### src/rtl/keypad_scanner.sv
// keypad_scanner: scans a 4x4 active-low matrix keypad one column at a time,
// debounces whole-scan results and reports a registered key code, press strobe and held level.
module keypad_scanner #(
  parameter int SCAN_TICKS     = 100000,
  parameter int DEBOUNCE_SCANS = 4
) (
  input  logic       clk,
  input  logic       resetn,
  output logic [3:0] col,
  input  logic [3:0] row,
  output logic [3:0] key_code,
  output logic       key_valid,
  output logic       key_held
);

  localparam int TW = $clog2(SCAN_TICKS);
  localparam int SW = $clog2(DEBOUNCE_SCANS + 1);
  localparam logic [TW-1:0] TICK_LAST  = TW'(SCAN_TICKS - 1);
  localparam logic [TW-1:0] TICK_ONE   = TW'(1'b1);
  localparam logic [SW-1:0] STABLE_MAX = SW'(DEBOUNCE_SCANS);
  localparam logic [SW-1:0] STABLE_ONE = SW'(1'b1);

  typedef enum logic [1:0] {
    ST_IDLE    = 2'd0,
    ST_PRESSED = 2'd1,
    ST_MULTI   = 2'd2
  } state_t;

  // Result is {kind, code}; the code is forced to zero unless exactly one key is down
  // so that candidate comparison is a plain equality.
  function automatic logic [5:0] classify_scan(input logic [15:0] scan_n);
    logic [4:0] lows;
    logic [3:0] code;
    lows = 5'd0;
    code = 4'd0;
    for (int i = 0; i < 16; i++) begin
      if (!scan_n[4'(i)]) begin
        lows = lows + 5'd1;
        code = 4'(i);
      end else begin
        lows = lows;
      end
    end
    if (lows == 5'd0) begin
      classify_scan = {ST_IDLE, 4'd0};
    end else if (lows == 5'd1) begin
      classify_scan = {ST_PRESSED, code};
    end else begin
      classify_scan = {ST_MULTI, 4'd0};
    end
  endfunction

  logic [3:0]    row_meta_r;
  logic [3:0]    row_sync_r;
  logic [TW-1:0] tick_r;
  logic [1:0]    col_idx_r;
  logic [1:0]    col_idx_next_s;
  logic [15:0]   scan_r;
  logic          classify_r;
  logic [5:0]    result_s;
  state_t        res_kind_s;
  logic [3:0]    res_code_s;
  state_t        cand_kind_r;
  logic [3:0]    cand_code_r;
  logic [SW-1:0] stable_r;
  logic [SW-1:0] stable_next_s;
  state_t        state_r;
  logic          change_s;

  // Scan classification and next debounce values, consumed only when classify_r is set.
  always_comb begin
    col_idx_next_s = col_idx_r + 2'd1;
    result_s       = classify_scan(scan_r);
    res_kind_s     = state_t'(result_s[5:4]);
    res_code_s     = result_s[3:0];
    if ((res_kind_s == cand_kind_r) && (res_code_s == cand_code_r)) begin
      if (stable_r == STABLE_MAX) begin
        stable_next_s = STABLE_MAX;
      end else begin
        stable_next_s = stable_r + STABLE_ONE;
      end
    end else begin
      stable_next_s = STABLE_ONE;
    end
    // key_code always holds k while in PRESSED(k), so it stands in for the state's code.
    change_s = (stable_next_s == STABLE_MAX) &&
               ((res_kind_s != state_r) ||
                ((res_kind_s == ST_PRESSED) && (res_code_s != key_code)));
  end

  // Two-flop synchronizer for the asynchronous row lines.
  always_ff @(posedge clk) begin
    if (!resetn) begin
      row_meta_r <= 4'b1111;
      row_sync_r <= 4'b1111;
    end else begin
      row_meta_r <= row;
      row_sync_r <= row_meta_r;
    end
  end

  // Column walk: capture rows on the last tick of each column, then advance.
  always_ff @(posedge clk) begin
    if (!resetn) begin
      tick_r     <= '0;
      col_idx_r  <= 2'd0;
      col        <= 4'b1110;
      scan_r     <= 16'hFFFF;
      classify_r <= 1'b0;
    end else if (tick_r == TICK_LAST) begin
      tick_r    <= '0;
      col_idx_r <= col_idx_next_s;
      col       <= ~(4'b0001 << col_idx_next_s);
      for (int r = 0; r < 4; r++) begin
        scan_r[{2'(r), col_idx_r}] <= row_sync_r[2'(r)];
      end
      classify_r <= (col_idx_r == 2'd3);
    end else begin
      tick_r     <= tick_r + TICK_ONE;
      classify_r <= 1'b0;
    end
  end

  // Debounce candidate tracking and debounced-state FSM with its registered outputs.
  always_ff @(posedge clk) begin
    if (!resetn) begin
      cand_kind_r <= ST_IDLE;
      cand_code_r <= 4'd0;
      stable_r    <= '0;
      state_r     <= ST_IDLE;
      key_code    <= 4'd0;
      key_valid   <= 1'b0;
      key_held    <= 1'b0;
    end else begin
      key_valid <= 1'b0;
      if (classify_r) begin
        cand_kind_r <= res_kind_s;
        cand_code_r <= res_code_s;
        stable_r    <= stable_next_s;
        if (change_s) begin
          state_r <= res_kind_s;
          case (res_kind_s)
            ST_PRESSED: begin
              key_code  <= res_code_s;
              key_held  <= 1'b1;
              key_valid <= 1'b1;
            end
            default: begin
              key_held <= 1'b0;
            end
          endcase
        end
      end
    end
  end

endmodule

### config.mk
export PLATFORM = sky130hd
export DESIGN_NAME = keypad_scanner
export DESIGN_NICKNAME = d
export VERILOG_FILES = /design/src/rtl/keypad_scanner.sv
export SDC_FILE = /design/constraint.sdc
export NUM_CORES = 1
export LEC_CHECK = 0
export CAP_MARGIN = 0
export CORE_MARGIN = 1
export CORE_UTILIZATION = 50
export CTS_CLUSTER_DIAMETER = 120
export DETAILED_ROUTE_END_ITERATION = 7
export GPL_ROUTABILITY_DRIVEN = 0
export PLACE_DENSITY = 0.69
export SLEW_MARGIN = 20
export SYNTH_ARGS = -nofsm -noshare
export SYNTH_HDL_FRONTEND = slang
export SYNTH_SLANG_ARGS = --single-unit
### constraint.sdc
create_clock -name clk -period 6.2 [get_ports clk]
set_clock_uncertainty 0.05 [all_clocks]
set_input_delay 1.24 -clock clk [delete_from_list [all_inputs] [get_ports clk]]
set_output_delay 1.24 -clock clk [all_outputs]
set_load 0.02 [all_outputs]
==> results.sh <==
export IMPL_synthAdderAreaFrac=0.06611
export IMPL_r2r_slack_ns=0.55
export IMPL_multi_input_area_um2=1819
export IMPL_cts_resized=0
export IMPL_cts_buffers=5
export IMPL_worstPathMaxFanout=8
export IMPL_wirelength_um=5140
export IMPL_avgRoutedWirePerCell_um=12.42
export IMPL_end_kind="flop"
export IMPL_drc=0
export IMPL_grt_remaining_overflow=0
export IMPL_cp_slowest_stage_delay_ns=0.54
export IMPL_final_cells=414
export IMPL_cts_setup_buffers=0
export IMPL_cts_buffer_depth=2
export IMPL_synth_cells=337
export IMPL_grt_max_degree=38
export IMPL_r2r_start="scan_r[1]"
export IMPL_critPathTopFamily="adder cells"
export IMPL_cp_num_buf_inv=1
export IMPL_seq_area_um2=1001
export IMPL_dpl_cell_area_um2=3087
export IMPL_min_from="row_meta_r[1]"
export IMPL_yosys_most_used_dff="dfxtp_1"
export IMPL_avgSynthCellArea_um2=8.873
export IMPL_clock_sinks=50
export IMPL_p_leak_nw=1.363
export IMPL_die_area_um2=6294
export IMPL_yosys_area_share_simple=0.2950
export IMPL_syn_nets=358
export IMPL_area_delta_synth_final_pct=6.276
export IMPL_setup_viol=0
export IMPL_setup_tns_ns=0
export IMPL_core_area_um2=5642
export IMPL_antenna_cells=0
export IMPL_initial_core_util=0.5301
export IMPL_synthDistinctLibCells=60
export IMPL_critPathSlowestCell="or4b_1"
export IMPL_finalHoldViolCount=0
export IMPL_hold_class="flop to flop"
export IMPL_hold_path_end="row_sync_r[1]"
export IMPL_fin_area_um2=3178
export IMPL_postRouteAntennaNets=0
export IMPL_seq_area_frac_synth=0.3347
export IMPL_rr_endpoint="key_code[1]"
export IMPL_dp_hpwl_um=3779
export IMPL_crit_top_cell="ha_1"
export IMPL_ys_warn_count=0
export IMPL_synth_xor_area_share=0.1247
export IMPL_synth_compound_area_frac=0.08828
export IMPL_placed_cells=406
export IMPL_vias=2210
export IMPL_clkTransAtPathRegs_ns=0.09
export IMPL_powerDensity_nw_per_um2=167.0
export IMPL_htreeDepth=2
export IMPL_yosys_area_top_type="dfxtp_1"
export IMPL_p_total_uw=530.7
export IMPL_synth_top_family_by_area="simple AND/OR/NAND/NOR gates"
export IMPL_antenna_found_initial=0
export IMPL_worstMarginPinSlew_ns=0.7585
export IMPL_die_h_um=79.34
export IMPL_drtIter0Drc=73
export IMPL_start_kind="flop"
export IMPL_root_buffer="clkbuf_8"
export IMPL_clock_fmax_mhz=177.0
export IMPL_crit_required_ns=6.35
export IMPL_fin_crit_sh=0.9111
export IMPL_vias_per_cell=5.338
export IMPL_drv_slew=0
export IMPL_peakVddDrop_v=0.0001435
export IMPL_synthArstFlopShare=0
export IMPL_die_w_um=79.34
export IMPL_synth_seq_cells=50
export IMPL_fin_crit_ns=5.649
export IMPL_grt_usage=0.1796
export IMPL_drive_above_1_share=0.06725
export IMPL_grt_pass1_wl_um=8997
export IMPL_critPathArrivalTime_ns=5.80
export IMPL_fillers=521
export IMPL_fin_util=0.5633
export IMPL_synth_edf_count=0
export IMPL_drv_cap=0
export IMPL_worstPathCellList="inv_1, ha_1, xnor2_1, ha_1, mux2_2, ha_1, mux2_2, ha_1, nand2b_1, o21ai_0, o21a_1, ha_1, nand2b_1, nand2_1, ha_1, nor2_1, nand2_1, o211a_1, nor4_4, or4b_1, or3_1, o211a_1"
export IMPL_status="completed"
export IMPL_final_nets=362
export IMPL_synth_top_cells_by_area="dfxtp_1, nand3_1, ha_1"
export IMPL_top_level_ports=16
export IMPL_synth_top_area_frac=0.3347
export IMPL_port_buffers=12
export IMPL_critPathKind="flop to flop"
export IMPL_rsz0062_at_grt="false"
export IMPL_cts_tree="yes"
export IMPL_cts_hold_buf=0
export IMPL_grt_pass1_vias=1979
export IMPL_slew_headroom=0.4901
export IMPL_muxShareOfSynthArea=0.03096
export IMPL_reg2reg_depth=22
export IMPL_netlist_area_um2=2990
export IMPL_hold_depth=1
export IMPL_clk_latency_ns=0.30
export IMPL_dr_pass1_iters=4
export IMPL_rows=27
[cell usage after synthesis (4+ instances only)]
| cell | count |
|---|---|
| a21boi_0 | 4 |
| and3_1 | 6 |
| clkbuf_1 | 6 |
| dfxtp_1 | 50 |
| ha_1 | 15 |
| inv_1 | 11 |
| mux2i_1 | 7 |
| nand2_1 | 34 |
| nand2b_1 | 14 |
| nand3_1 | 38 |
| nand3b_1 | 4 |
| nor2_1 | 26 |
| nor2b_1 | 4 |
| nor3_1 | 4 |
| o211a_1 | 6 |
| o21ai_0 | 11 |
| or3_1 | 5 |
| xnor2_1 | 17 |
| xor2_1 | 17 |
[final cells by class]
type / count / share of cell area
clock buffers: 7 / 0.02717
clock inverters: 1 / 0.001575
inverters: 11 / 0.01299
multi-input cells: 259 / 0.5724
flip-flops and latches: 50 / 0.3150
well taps: 72 / 0.02835
repair buffers: 14 / 0.04252
[logic make-up (layout without fill, tap and decap cells)]
kind of cell	Yosys count	after routing
compound gates	36	36
xor+xnor	37	37
fa+ha+maj	16	16
buf+inv	28	33
flops	50	50
mux	9	9
other cells	1	1
simple gates	160	160
[sequential cells by signal, indices dropped and copies added (netlist names), 2 cells and up]
name,cells
row_sync_r,2
col,4
scan_r,8
row_meta_r,2
key_code,3
tick_r,17
cand_code_r,3
cand_kind_r,2
stable_r,3
col_idx_r,2
[routing by layer]
layer,share of wire,track usage,vias to the layer above,wire length (um)
li1,-,-,1165,-
met3,0.019,0.03103,6,100
met2,0.43,0.2707,21,2219
met1,0.54,0.2590,1018,2757
met4,0.012,0.05455,0,62
met5,0,0,-,0
[power breakdown]
| group | switching, mW | internal [mW] |
|---|---|---|
| sequential | 0.00276 | 0.324 |
| clock | 0.102 | 0.0902 |
| combinational | 0.00749 | 0.00496 |
[worst reg2reg max path: cells and delay by family, from the launching register on]
family | cells | cell delay (ns)
xor gates and xnor gates | 1 | 0.16
muxes | 2 | 0.57
buffers and inverters | 1 | 0.06
adders and majority gates | 6 | 1.88
DFF | 1 | 0.38
AOI/OAI and AO/OA | 4 | 0.57
and+or+nand+nor | 8 | 1.89
[layout by cell type (no fill, tap or decap), drive strengths merged, types with 3 or more instances in the layout]
| cell type | n |
|---|---|
| dfxtp | 50 |
| xor2 | 17 |
| nor3 | 5 |
| clkbuf | 7 |
| nand3 | 38 |
| mux2i | 7 |
| nand2b | 14 |
| nand4 | 3 |
| nor2b | 4 |
| or3 | 5 |
| and3 | 6 |
| inv | 11 |
| o21ai | 12 |
| ha | 15 |
| o211a | 6 |
| a21boi | 4 |
| nor4 | 5 |
| nand3b | 4 |
| nand2 | 34 |
| clkdlybuf4s50 | 12 |
| nor2 | 26 |
| xnor2 | 18 |
[worst max-delay path by stage]
stage | from | end | slack [ns] | cells after the start
after detailed placement | scan_r[1] | key_code[1] | 0.56 | 22
after global routing | scan_r[0] | key_code[1] | 0.14 | 21
final | scan_r[1] | key_code[1] | 0.55 | 22
after global placement | scan_r[1] | key_code[1] | 0.63 | 22
after CTS | scan_r[1] | key_code[1] | 0.54 | 22
after floorplan | scan_r[0] | key_code[2] | 1.08 | 22
[through the flow]
stage	setup WS (ns)	hold slack, ns
floorplan	1.078	0.3363
global placement	0.6325	0.3417
detailed placement	0.5560	0.3458
CTS	0.5438	0.3650
global route	0.1367	0.3810
finish	0.5512	0.3625
Power figures use the tool's default switching activity.
